[src/rtl/core2axi_pipe_pkg.sv]
// Shared types and AXI constants for the pipelined core-to-AXI bridge.
package core2axi_pipe_pkg;

  // Widest lane offset: a 128-bit bus has four 32-bit lanes.
  localparam int unsigned OffMaxW = 2;

  localparam logic [2:0] AxiSizeWord   = 3'b010;
  localparam logic [1:0] AxiBurstIncr  = 2'b01;
  localparam logic [1:0] AxiRespSlverr = 2'b10;
  localparam logic [1:0] AxiRespDecerr = 2'b11;

  typedef struct packed {
    logic               we;
    logic [OffMaxW-1:0] off;
  } track_entry_t;

  // Number of address bits selecting a 32-bit lane on a bus of the given width.
  function automatic int unsigned off_w(int unsigned data_width);
    return $clog2(data_width / 8) - 2;
  endfunction

  function automatic logic resp_is_err(logic [1:0] resp);
    return (resp == AxiRespSlverr) || (resp == AxiRespDecerr);
  endfunction

endpackage

[src/rtl/core2axi_track_fifo.sv]
// Synchronous FIFO of in-flight transactions with head and tail peek.
module core2axi_track_fifo #(
  parameter int unsigned Depth  = 4,
  parameter type         EntryT = logic
) (
  input  logic  clk,
  input  logic  rst,
  input  logic  push_i,
  input  EntryT data_i,
  input  logic  pop_i,
  output EntryT head_o,
  output EntryT tail_o,
  output logic  full_o,
  output logic  empty_o
);

  localparam int unsigned PtrW = (Depth > 1) ? $clog2(Depth) : 1;
  localparam int unsigned CntW = $clog2(Depth + 1);

  EntryT           mem_q [Depth];
  logic [PtrW-1:0] rd_ptr_q, wr_ptr_q, tail_ptr;
  logic [CntW-1:0] count_q;
  logic            do_push, do_pop;

  function automatic logic [PtrW-1:0] ptr_inc(logic [PtrW-1:0] p);
    return (p == PtrW'(Depth - 1)) ? '0 : p + 1'b1;
  endfunction

  assign full_o   = (count_q == CntW'(Depth));
  assign empty_o  = (count_q == '0);
  assign do_push  = push_i & ~full_o;
  assign do_pop   = pop_i & ~empty_o;
  assign tail_ptr = (wr_ptr_q == '0) ? PtrW'(Depth - 1) : wr_ptr_q - 1'b1;
  assign head_o   = mem_q[rd_ptr_q];
  assign tail_o   = mem_q[tail_ptr];

  always_ff @(posedge clk) begin
    if (do_push) begin
      mem_q[wr_ptr_q] <= data_i;
    end
  end

  always_ff @(posedge clk) begin
    if (rst) begin
      rd_ptr_q <= '0;
      wr_ptr_q <= '0;
      count_q  <= '0;
    end else begin
      if (do_push) wr_ptr_q <= ptr_inc(wr_ptr_q);
      if (do_pop)  rd_ptr_q <= ptr_inc(rd_ptr_q);
      if (do_push && !do_pop) begin
        count_q <= count_q + 1'b1;
      end else if (do_pop && !do_push) begin
        count_q <= count_q - 1'b1;
      end
    end
  end

endmodule

[src/rtl/core2axi_pipe.sv]
// Core data-port to AXI4 single-beat bridge with multiple same-direction transactions in flight.
// Define CORE2AXI_PIPE_ERR_EN to report SLVERR/DECERR responses on data_err_o.
module core2axi_pipe
  import core2axi_pipe_pkg::*;
#(
  parameter int unsigned AXI_ADDR_WIDTH  = 32,
  parameter int unsigned AXI_DATA_WIDTH  = 64,
  parameter int unsigned AXI_ID_WIDTH    = 4,
  parameter int unsigned AXI_ID          = 0,
  parameter int unsigned MAX_OUTSTANDING = 4
) (
  input  logic                        clk,
  input  logic                        rst,
  // Core data port
  input  logic                        data_req_i,
  output logic                        data_gnt_o,
  output logic                        data_rvalid_o,
  input  logic [AXI_ADDR_WIDTH-1:0]   data_addr_i,
  input  logic                        data_we_i,
  input  logic [3:0]                  data_be_i,
  input  logic [31:0]                 data_wdata_i,
  output logic [31:0]                 data_rdata_o,
  output logic                        data_err_o,
  // AXI write address
  output logic                        aw_valid_o,
  input  logic                        aw_ready_i,
  output logic [AXI_ADDR_WIDTH-1:0]   aw_addr_o,
  output logic [AXI_ID_WIDTH-1:0]     aw_id_o,
  output logic [7:0]                  aw_len_o,
  output logic [2:0]                  aw_size_o,
  output logic [1:0]                  aw_burst_o,
  output logic                        aw_lock_o,
  output logic [3:0]                  aw_cache_o,
  output logic [2:0]                  aw_prot_o,
  output logic [3:0]                  aw_qos_o,
  output logic [3:0]                  aw_region_o,
  output logic                        aw_user_o,
  // AXI write data
  output logic                        w_valid_o,
  input  logic                        w_ready_i,
  output logic [AXI_DATA_WIDTH-1:0]   w_data_o,
  output logic [AXI_DATA_WIDTH/8-1:0] w_strb_o,
  output logic                        w_last_o,
  output logic                        w_user_o,
  // AXI write response
  input  logic                        b_valid_i,
  output logic                        b_ready_o,
  input  logic [AXI_ID_WIDTH-1:0]     b_id_i,
  input  logic [1:0]                  b_resp_i,
  // AXI read address
  output logic                        ar_valid_o,
  input  logic                        ar_ready_i,
  output logic [AXI_ADDR_WIDTH-1:0]   ar_addr_o,
  output logic [AXI_ID_WIDTH-1:0]     ar_id_o,
  output logic [7:0]                  ar_len_o,
  output logic [2:0]                  ar_size_o,
  output logic [1:0]                  ar_burst_o,
  output logic                        ar_lock_o,
  output logic [3:0]                  ar_cache_o,
  output logic [2:0]                  ar_prot_o,
  output logic [3:0]                  ar_qos_o,
  output logic [3:0]                  ar_region_o,
  output logic                        ar_user_o,
  // AXI read data
  input  logic                        r_valid_i,
  output logic                        r_ready_o,
  input  logic [AXI_ID_WIDTH-1:0]     r_id_i,
  input  logic [AXI_DATA_WIDTH-1:0]   r_data_i,
  input  logic [1:0]                  r_resp_i,
  input  logic                        r_last_i
);

  localparam int unsigned NumLanes = AXI_DATA_WIDTH / 32;
  localparam logic [OffMaxW-1:0] LaneMask = OffMaxW'((1 << off_w(AXI_DATA_WIDTH)) - 1);

  typedef enum logic [1:0] {WrIdle, WrAwOnly, WrWOnly} wr_state_e;

  wr_state_e          wr_state_q, wr_state_d;
  track_entry_t       head, tail, push_entry;
  logic               fifo_full, fifo_empty, push, pop;
  logic [OffMaxW-1:0] req_off;
  logic               allowed, rd_gnt, wr_gnt, aw_hs, w_hs, r_hs, b_hs;
  logic               aw_done, w_done;
  logic               rvalid_q;
  logic [31:0]        rdata_q, r_lane;
  logic               unused_in;

  assign req_off = data_addr_i[3:2] & LaneMask;

  // Reads and writes are never mixed in flight: AXI does not order them against each other.
  assign allowed = ~rst & data_req_i & ~fifo_full & (fifo_empty | (tail.we == data_we_i));

  // WrAwOnly: W already accepted, AW still pending; WrWOnly is the reverse.
  assign aw_done = (wr_state_q == WrWOnly);
  assign w_done  = (wr_state_q == WrAwOnly);

  assign ar_valid_o = allowed & ~data_we_i;
  assign aw_valid_o = allowed & data_we_i & ~aw_done;
  assign w_valid_o  = allowed & data_we_i & ~w_done;

  assign aw_hs  = aw_valid_o & aw_ready_i;
  assign w_hs   = w_valid_o & w_ready_i;
  assign rd_gnt = ar_valid_o & ar_ready_i;
  assign wr_gnt = allowed & data_we_i & (aw_done | aw_hs) & (w_done | w_hs);

  assign data_gnt_o = rd_gnt | wr_gnt;
  assign push       = data_gnt_o;
  assign push_entry = '{we: data_we_i, off: req_off};

  always_comb begin
    wr_state_d = wr_state_q;
    if (wr_gnt) begin
      wr_state_d = WrIdle;
    end else if (aw_hs) begin
      wr_state_d = WrWOnly;
    end else if (w_hs) begin
      wr_state_d = WrAwOnly;
    end
  end

  assign aw_addr_o   = data_addr_i;
  assign aw_id_o     = AXI_ID_WIDTH'(AXI_ID);
  assign aw_len_o    = 8'd0;
  assign aw_size_o   = AxiSizeWord;
  assign aw_burst_o  = AxiBurstIncr;
  assign aw_lock_o   = 1'b0;
  assign aw_cache_o  = 4'd0;
  assign aw_prot_o   = 3'd0;
  assign aw_qos_o    = 4'd0;
  assign aw_region_o = 4'd0;
  assign aw_user_o   = 1'b0;

  assign ar_addr_o   = data_addr_i;
  assign ar_id_o     = AXI_ID_WIDTH'(AXI_ID);
  assign ar_len_o    = 8'd0;
  assign ar_size_o   = AxiSizeWord;
  assign ar_burst_o  = AxiBurstIncr;
  assign ar_lock_o   = 1'b0;
  assign ar_cache_o  = 4'd0;
  assign ar_prot_o   = 3'd0;
  assign ar_qos_o    = 4'd0;
  assign ar_region_o = 4'd0;
  assign ar_user_o   = 1'b0;

  assign w_data_o = {NumLanes{data_wdata_i}};
  assign w_last_o = 1'b1;
  assign w_user_o = 1'b0;

  always_comb begin
    w_strb_o = '0;
    for (int unsigned i = 0; i < NumLanes; i++) begin
      if (req_off == OffMaxW'(i)) w_strb_o[4*i +: 4] = data_be_i;
    end
  end

  core2axi_track_fifo #(
    .Depth  (MAX_OUTSTANDING),
    .EntryT (track_entry_t)
  ) u_track_fifo (
    .clk     (clk),
    .rst     (rst),
    .push_i  (push),
    .data_i  (push_entry),
    .pop_i   (pop),
    .head_o  (head),
    .tail_o  (tail),
    .full_o  (fifo_full),
    .empty_o (fifo_empty)
  );

  assign r_ready_o = ~rst & ~fifo_empty & ~head.we;
  assign b_ready_o = ~rst & ~fifo_empty & head.we;
  assign r_hs      = r_valid_i & r_ready_o;
  assign b_hs      = b_valid_i & b_ready_o;
  assign pop       = r_hs | b_hs;

  always_comb begin
    r_lane = r_data_i[31:0];
    for (int unsigned i = 1; i < NumLanes; i++) begin
      if (head.off == OffMaxW'(i)) r_lane = r_data_i[32*i +: 32];
    end
  end

  always_ff @(posedge clk) begin
    if (rst) begin
      wr_state_q <= WrIdle;
      rvalid_q   <= 1'b0;
      rdata_q    <= '0;
    end else begin
      wr_state_q <= wr_state_d;
      rvalid_q   <= pop;
      if (r_hs) rdata_q <= r_lane;
    end
  end

  assign data_rvalid_o = rvalid_q;
  assign data_rdata_o  = rdata_q;

`ifdef CORE2AXI_PIPE_ERR_EN
  logic err_q;

  always_ff @(posedge clk) begin
    if (rst) begin
      err_q <= 1'b0;
    end else begin
      err_q <= (r_hs & resp_is_err(r_resp_i)) | (b_hs & resp_is_err(b_resp_i));
    end
  end

  assign data_err_o = err_q;
`else
  logic unused_resp;
  assign unused_resp = ^{r_resp_i, b_resp_i};
  assign data_err_o  = 1'b0;
`endif

  assign unused_in = ^{r_id_i, b_id_i, r_last_i, tail.off};

endmodule
[config.mk]
export PLATFORM = sky130hd
export DESIGN_NAME = core2axi_pipe
export DESIGN_NICKNAME = d
export VERILOG_FILES = /design/src/rtl/core2axi_pipe_pkg.sv /design/src/rtl/core2axi_track_fifo.sv /design/src/rtl/core2axi_pipe.sv
export SDC_FILE = /design/constraint.sdc
export NUM_CORES = 1
export LEC_CHECK = 0
export BUFFER_PORTS_ARGS = -buffer_cell sky130_fd_sc_hd__buf_2
export CAP_MARGIN = 20
export CORE_AREA = 2 2 156 158
export DETAILED_ROUTE_END_ITERATION = 8
export DIE_AREA = 0 0 158 160
export SLEW_MARGIN = 10
export SYNTH_ARGS = -nofsm -noshare
export SYNTH_HDL_FRONTEND = slang
export SYNTH_SLANG_ARGS = --single-unit
[constraint.sdc]
create_clock -name clk -period 3.9 [get_ports clk]
set_input_delay 0.195 -clock clk [delete_from_list [all_inputs] [get_ports clk]]
set_output_delay 0.195 -clock clk [all_outputs]
set_load 0.01 [all_outputs]
==> flow_metrics.py, run 1 <==
metrics = {
    "timing": {
        "fin_crit_ns": 3.28,
        "worst_slack_ns": 0.624,
        "clock.fmax_mhz": 305,
        "hold_viol_final": 0,
        "worst_slew_pin_slew_ns": 0.958,
        "grt_setup_unrepaired": "no",
        "setup_viol": 0,
        "finalMaxSlewViolations": 0,
        "finalClockSkew_ns": 0.00801,
        "finalSetupTns_ns": 0,
        "slew_headroom_pct": 36.1,
        "period_share_pct": 84.0,
    },
    "floorplanning": {
        "pin_count": 400,
        "start_util_pct": 16.7,
        "core_um2": 23800,
        "fp-row-count": 57,
        "die_h_um": 160,
        "die_x_um": 158,
        "dieArea_um2": 25300,
    },
    "power": {
        "p_leak_uw": 0.00182,
        "p_per_area_nw_per_um2": 393,
        "irDropWorstVdd_mv": 0.147,
    },
    "detailed_routing": {
        "wl_per_cell_um": 11.3,
        "dr.pass1.iters": 4,
        "num_vias": 2417,
        "drt_iter0_drc": 59,
        "ant_nets": 0,
        "vias_per_cell": 3.21,
        "drcViolationCount": 0,
        "drt-total-wl_um": 8490,
    },
    "clock_tree": {
        "cts_tree": "yes",
        "clk_path_buf_depth": 2,
        "cts_resized": 0,
        "clockRootBuffer": "clkbuf_16",
        "clkSinkCount": 52,
        "cts_buffers": 5,
        "insertion_delay_ns": 0.30,
        "hold_buffers": 0,
        "clk_pin_slew_ns": 0.08,
        "cts_setup_buffers": 0,
        "htree_levels": 2,
    },
    "yosys": {
        "synthTopCellsByArea": "buf_4 (38%), dfxtp_1 (22%), mux2i_1 (8.8%)",
        "synth.largest_area_cell": "buf_4",
        "ys_ff_latch": 52,
        "ys_types": 33,
        "synth_top_area_share_pct": 38.3,
        "ys_seq_area_share_pct": 28.2,
        "synth-warning-count": 0,
        "synth-async-reset-ratio_pct": 0,
        "yosysMostFrequentCell": "buf_4",
        "synth-edff-count": 8,
        "synth.avg_cell_area_um2": 9.06,
        "syn_inst": 439,
        "synth_area_um2": 3980,
        "synth_ff_type": "dfxtp_1",
        "ys_top_cells_by_count": "buf_4 (203), dfxtp_1 (44), nor2_1 (38)",
    },
    "global_routing": {
        "grt_pass1_vias": 2159,
        "grt_pass1_wl_um": 11900,
        "grt_max_degree": 65,
        "grt_overflow": 0,
        "grt_use_total_pct": 6.33,
        "antenna_found_initial": 0,
    },
    "layout": {
        "drive_above_1_share_pct": 34.6,
        "multi_input_area_um2": 1500,
        "area_growth_pct": -3.27,
        "diodes": 0,
        "n_fill_cell": 2749,
        "seqCellArea_um2": 1120,
        "finalNetCount": 588,
    },
    "worst_setup_path": {
        "path_class": "flop to flop",
        "cp_max_fo": 8,
        "required_ns": 4.13,
        "end_kind": "flop",
        "critical_path_arrival_ns": 3.50,
        "start_kind": "flop",
    },
    "run": {
        "max-cap-violations": 0,
    },
    "placed_design": {
        "io_buffers": 126,
        "finalWeightedCongestion": 0.698,
        "place_ws_ns": 0.637,
        "hpwlAfterDp_um": 6530,
    },
    "status": {
        "status": "completed",
    },
    "min_path": {
        "hp-class": "input port to flop",
    },
}
==> worst max-delay path, stage by stage, from the launching register on <==
cell and delay [ns]:
dfxtp_1 0.41, inv_1 0.10, ha_1 0.24, nor2b_4 0.12, mux4_2 0.54, a211oi_2 0.34
a22oi_4 0.17, inv_1 0.08, ha_1 0.17, inv_1 0.06, fa_1 0.37, xor2_1 0.16
or3_1 0.31, a21oi_1 0.13
==> registers in the layout, indices dropped and copies added (netlist names), named ones only <==
name                   cells
data_rdata_o              32
u_track_fifo.mem_q         8
u_track_fifo.count_q       3
u_track_fifo.rd_ptr_q      2
u_track_fifo.wr_ptr_q      2
wr_state_q                 2
data_rvalid_o              1
==> through the flow <==
stage               cell area [µm²]  util, %  cells  total power (µW)  hold WS (ns)
finish                         3850     16.2    752              1510         0.111
global route                   3850     16.2    752              1640        0.0891
CTS                            3850     16.2    752              1560        0.0903
detailed placement             3700     15.5    744              1080         0.390
global placement               3700     15.5    744              1080         0.390
floorplan                      4240        -    508              1130         0.292
==> power by group <==
part / internal [µW] / switching [µW] / total [µW] / leakage, µW
logic: 185 / 241 / 426 / 0.00132
clock network: 237 / 212 / 450 / 0.0000736
registers: 600 / 36.0 / 636 / 0.000429
total: 1020 / 490 / 1510 / 0.00182
==> final timing paths <==
check / slack, ns / depth (start not counted) / end / startpoint
min: 0.11 / 2 / wr_state_q[0]$_SDFFE_PP0P_ / aw_ready_i
min reg2reg: 0.49 / 2 / data_rdata_o[23]$_SDFFE_PP0P_ / data_rdata_o[23]$_SDFFE_PP0P_
max: 0.62 / 13 / u_track_fifo.count_q[2]$_SDFFE_PP0P_ / u_track_fifo.wr_ptr_q[0]$_SDFFE_PP0P_
max reg2reg: 0.62 / 13 / u_track_fifo.count_q[2]$_SDFFE_PP0P_ / u_track_fifo.wr_ptr_q[0]$_SDFFE_PP0P_
==> routing by layer <==
| metal | vias to the layer above | track usage (%) | share of wire, % |
|---|---|---|---|
| li1 | 1170 | - | - |
| met1 | 1006 | 5.80 | 35 |
| met2 | 186 | 10.4 | 45 |
| met3 | 55 | 3.61 | 14 |
| met4 | 0 | 4.67 | 7.1 |
| met5 | - | 0 | 0 |
==> layout make-up <==
type / instances / share of cell area [%]
multi-input cells: 232 / 39.0
flip-flops and latches: 52 / 29.1
repair buffers: 128 / 16.8
well taps: 324 / 10.5
clock buffers: 5 / 3.25
inverters: 8 / 0.780
clock inverters: 3 / 0.488
==> cell families (layout without fill, tap and decap cells) <==
logic type | count (synthesis) | count (layout) | share of synthesized area (%)
other | 2 | 71 | 0.189
adder cells (fa/ha/maj) | 7 | 7 | 2.39
AO/OA/AOI/OAI | 43 | 43 | 8.40
buffers and inverters | 224 | 144 | 40.5
AND/OR/NAND/NOR | 69 | 69 | 8.62
XOR/XNOR | 2 | 2 | 0.440
flip-flops | 52 | 52 | 28.2
multiplexers | 40 | 40 | 11.3
==> placed cells by master, fill, tap and decap left out, types with 3 or more instances in the layout <==
| cell | count |
|---|---|
| nor2b_1 | 11 |
| nand2_1 | 4 |
| or3_1 | 4 |
| a211oi_1 | 34 |
| clkbuf_16 | 5 |
| and2_1 | 4 |
| nor2_1 | 38 |
| edfxtp_1 | 8 |
| mux4_2 | 3 |
| dfxtp_1 | 44 |
| mux2i_1 | 35 |
| inv_1 | 8 |
| conb_1 | 71 |
| buf_2 | 126 |
| ha_1 | 6 |
No activity file was read; power rests on OpenSTA's default activity.
==> run 2, diff against run 1 <==
--- a/config.mk
+++ b/config.mk
@@ -5,6 +5,7 @@
 export SDC_FILE = /design/constraint.sdc
 export NUM_CORES = 1
 export LEC_CHECK = 0
+export ABC_AREA = 1
 export BUFFER_PORTS_ARGS = -buffer_cell sky130_fd_sc_hd__buf_2
 export CAP_MARGIN = 20
 export CORE_AREA = 2 2 156 158
==> constraint.sdc (replaced) <==
create_clock -name clk -period 3.4 [get_ports clk]
set_input_delay 0.17 -clock clk [delete_from_list [all_inputs] [get_ports clk]]
set_output_delay 0.17 -clock clk [all_outputs]
set_load 0.01 [all_outputs]
==> run 2 against run 1 <==
Via count grew 27%. Area after synthesis grew 12%. Die area is the same. Power grew 36%. Worst hold slack gained 0.030 ns. Synthesized cell count grew 35%. Final cell count grew 20%.
==> flow_metrics.py, run 2 <==
metrics = {
    "yosys": {
        "syn_inst": 591,
        "synth-async-reset-ratio_pct": 0,
        "ys_ff_latch": 52,
        "synth_area_um2": 4440,
        "synth_top_area_share_pct": 34.0,
        "synth.avg_cell_area_um2": 7.52,
        "ys_types": 34,
        "synth-warning-count": 0,
        "synth.largest_area_cell": "buf_4",
        "synthTopCellsByArea": "buf_4 (34%), dfxtp_1 (20%), edfxtp_1 (5.4%)",
        "ys_top_cells_by_count": "buf_4 (201), nand2_1 (63), inv_1 (61)",
        "yosysMostFrequentCell": "buf_4",
        "synth-edff-count": 8,
        "ys_seq_area_share_pct": 25.2,
        "synth_ff_type": "dfxtp_1",
    },
    "worst_setup_path": {
        "cp_slowest_stage_delay_ns": 0.46,
        "crit_slowest_cell": "dfxtp_1",
        "end_kind": "flop",
        "critPathMostFrequentCell": "nand2_1",
        "path_class": "flop to flop",
        "required_ns": 3.59,
        "cp_max_fo": 7,
        "start_kind": "flop",
        "worstPathCellList": "inv_1, ha_1, inv_1, nand2_1, nand2_1, nand3_1, nand2_1, nand2_1, nand3_2, nand4_2, nand2_2, ha_1, inv_1, fa_1, a21oi_1, o21ai_0, o21ai_0, a21oi_1",
        "critical_path_arrival_ns": 3.01,
    },
    "timing": {
        "setup_viol": 0,
        "finalClockSkew_ns": 0.00748,
        "finalMaxSlewViolations": 0,
        "grt_setup_unrepaired": "no",
        "worst_slew_pin_slew_ns": 0.922,
        "fin_crit_ns": 2.82,
        "finalSetupTns_ns": 0,
        "hold_viol_final": 0,
        "period_share_pct": 82.9,
        "slew_headroom_pct": 38.6,
        "worst_slack_ns": 0.582,
        "clock.fmax_mhz": 355,
    },
    "status": {
        "status": "completed",
    },
    "global_routing": {
        "grt_use_total_pct": 7.32,
        "grt_pass1_wl_um": 14100,
        "grt_overflow": 0,
        "antenna_found_initial": 0,
        "grt_max_degree": 65,
        "grt_pass1_vias": 2677,
    },
    "layout": {
        "finalNetCount": 736,
        "fin_util_pct": 17.8,
        "finalNonFillerCells": 900,
        "diodes": 0,
        "drive_above_1_share_pct": 33.9,
        "layout_common_cells": "buf_2 (126), conb_1 (71), nand2_1 (63)",
        "layout_commonest_cell": "buf_2",
        "area_growth_pct": -4.65,
        "largest_reg_flops": 32,
    },
    "clock_tree": {
        "clockRootBuffer": "clkbuf_16",
        "clk_pin_slew_ns": 0.07,
        "hold_buffers": 0,
        "cts_resized": 0,
        "cts_buffers": 5,
        "cts_setup_buffers": 0,
        "insertion_delay_ns": 0.30,
        "cts_tree": "yes",
        "htree_levels": 2,
        "clk_path_buf_depth": 2,
        "clkSinkCount": 52,
    },
    "floorplanning": {
        "core_um2": 23800,
        "die_h_um": 160,
        "dieArea_um2": 25300,
        "die_x_um": 158,
        "start_util_pct": 18.7,
        "fp-row-count": 57,
        "pin_count": 400,
    },
    "detailed_routing": {
        "drt_iter0_drc": 121,
        "wl_per_cell_um": 10.9,
        "ant_nets": 0,
        "vias_per_cell": 3.41,
        "dr.pass1.iters": 4,
        "drt-total-wl_um": 9850,
        "num_vias": 3067,
        "drcViolationCount": 0,
    },
    "placed_design": {
        "finalWeightedCongestion": 0.729,
        "numPlacedInstances": 892,
        "hpwlAfterDp_um": 7500,
        "place_ws_ns": 0.585,
        "io_buffers": 126,
    },
    "power": {
        "p_leak_uw": 0.00210,
        "irDropWorstVdd_mv": 0.184,
        "p_per_area_nw_per_um2": 484,
    },
    "min_path": {
        "hp-class": "input port to flop",
    },
    "run": {
        "max-cap-violations": 0,
    },
}
==> run 2: changes by cell type in the layout (fill, tap and decap cells not counted), moves of 4 or more <==
cell	previous run	this run
or3_1	4	0
inv_1	8	61
o21ai_2	0	24
a211oi_1	34	0
nor2b_1	11	0
nand2_2	0	24
nor2_1	38	23
and2_1	4	0
nand3_1	0	44
inv_2	0	4
a21oi_1	2	37
nand2_1	4	63
o21ai_1	0	13
mux2i_1	35	0
==> run 2: worst max-delay path: cells and delay by family, from the launching register on <==
| family | cells | cell delay [ns] |
|---|---|---|
| simple gates | 8 | 0.79 |
| flops | 1 | 0.46 |
| fa+ha+maj | 3 | 0.72 |
| compound gates | 4 | 0.45 |
| buf+inv | 3 | 0.28 |
==> run 2: report_power, final <==
group | switching (µW) | internal (µW) | total (µW)
registers | 39.7 | 689 | 729
logic | 527 | 274 | 802
clock network | 246 | 276 | 522
total | 813 | 1240 | 2050
==> run 2: path summary, 6_finish.rpt <==
path                                                            start                                   end  slack [ns]  depth (start not counted)
worst max-delay path            u_track_fifo.wr_ptr_q[0]$_SDFFE_PP0P_  u_track_fifo.count_q[2]$_SDFFE_PP0P_        0.58                         18
worst min register to register           data_rdata_o[2]$_SDFFE_PP0P_          data_rdata_o[2]$_SDFFE_PP0P_        0.46                          2
worst min-delay path                                        b_valid_i              data_rvalid_o$_SDFF_PP0_        0.14                          3
worst max register to register  u_track_fifo.wr_ptr_q[0]$_SDFFE_PP0P_  u_track_fifo.count_q[2]$_SDFFE_PP0P_        0.58                         18
==> run 2: cell families after synthesis <==
family          Yosys count  share of synthesized area, %
compound gates           83                          12.0
xor+xnor                  1                         0.197
fa+ha+maj                 7                          2.14
buf+inv                 286                          43.3
flops                    52                          25.2
other cells               2                         0.169
simple gates            160                          17.0
==> run 2: through the flow <==
step / hold WS, ns / power (µW) / instance area, µm²
after floorplan: 0.269 / 1650 / 4700
after global placement: 0.340 / 1550 / 4090
after detailed placement: 0.340 / 1560 / 4090
after CTS: 0.129 / 2110 / 4240
after global routing: 0.157 / 2220 / 4240
final: 0.141 / 2050 / 4240
==> run 2: metal layers <==
layer	global-route usage, %	up-vias	routed length (µm)
met1	7.26	1294	3700
met4	5.41	0	588
li1	-	1540	-
met5	0	-	0
met2	11.9	168	4390
met3	3.36	65	1180
==> run 2: area by class of cell <==
type / instances / area [µm²]
fillers: 2752 / 19600
repair buffers: 129 / 653
inverters: 65 / 244
flip-flops and latches: 52 / 1120
clock inverters: 3 / 22.5
multi-input cells: 322 / 1670
clock buffers: 5 / 125
well taps: 324 / 405
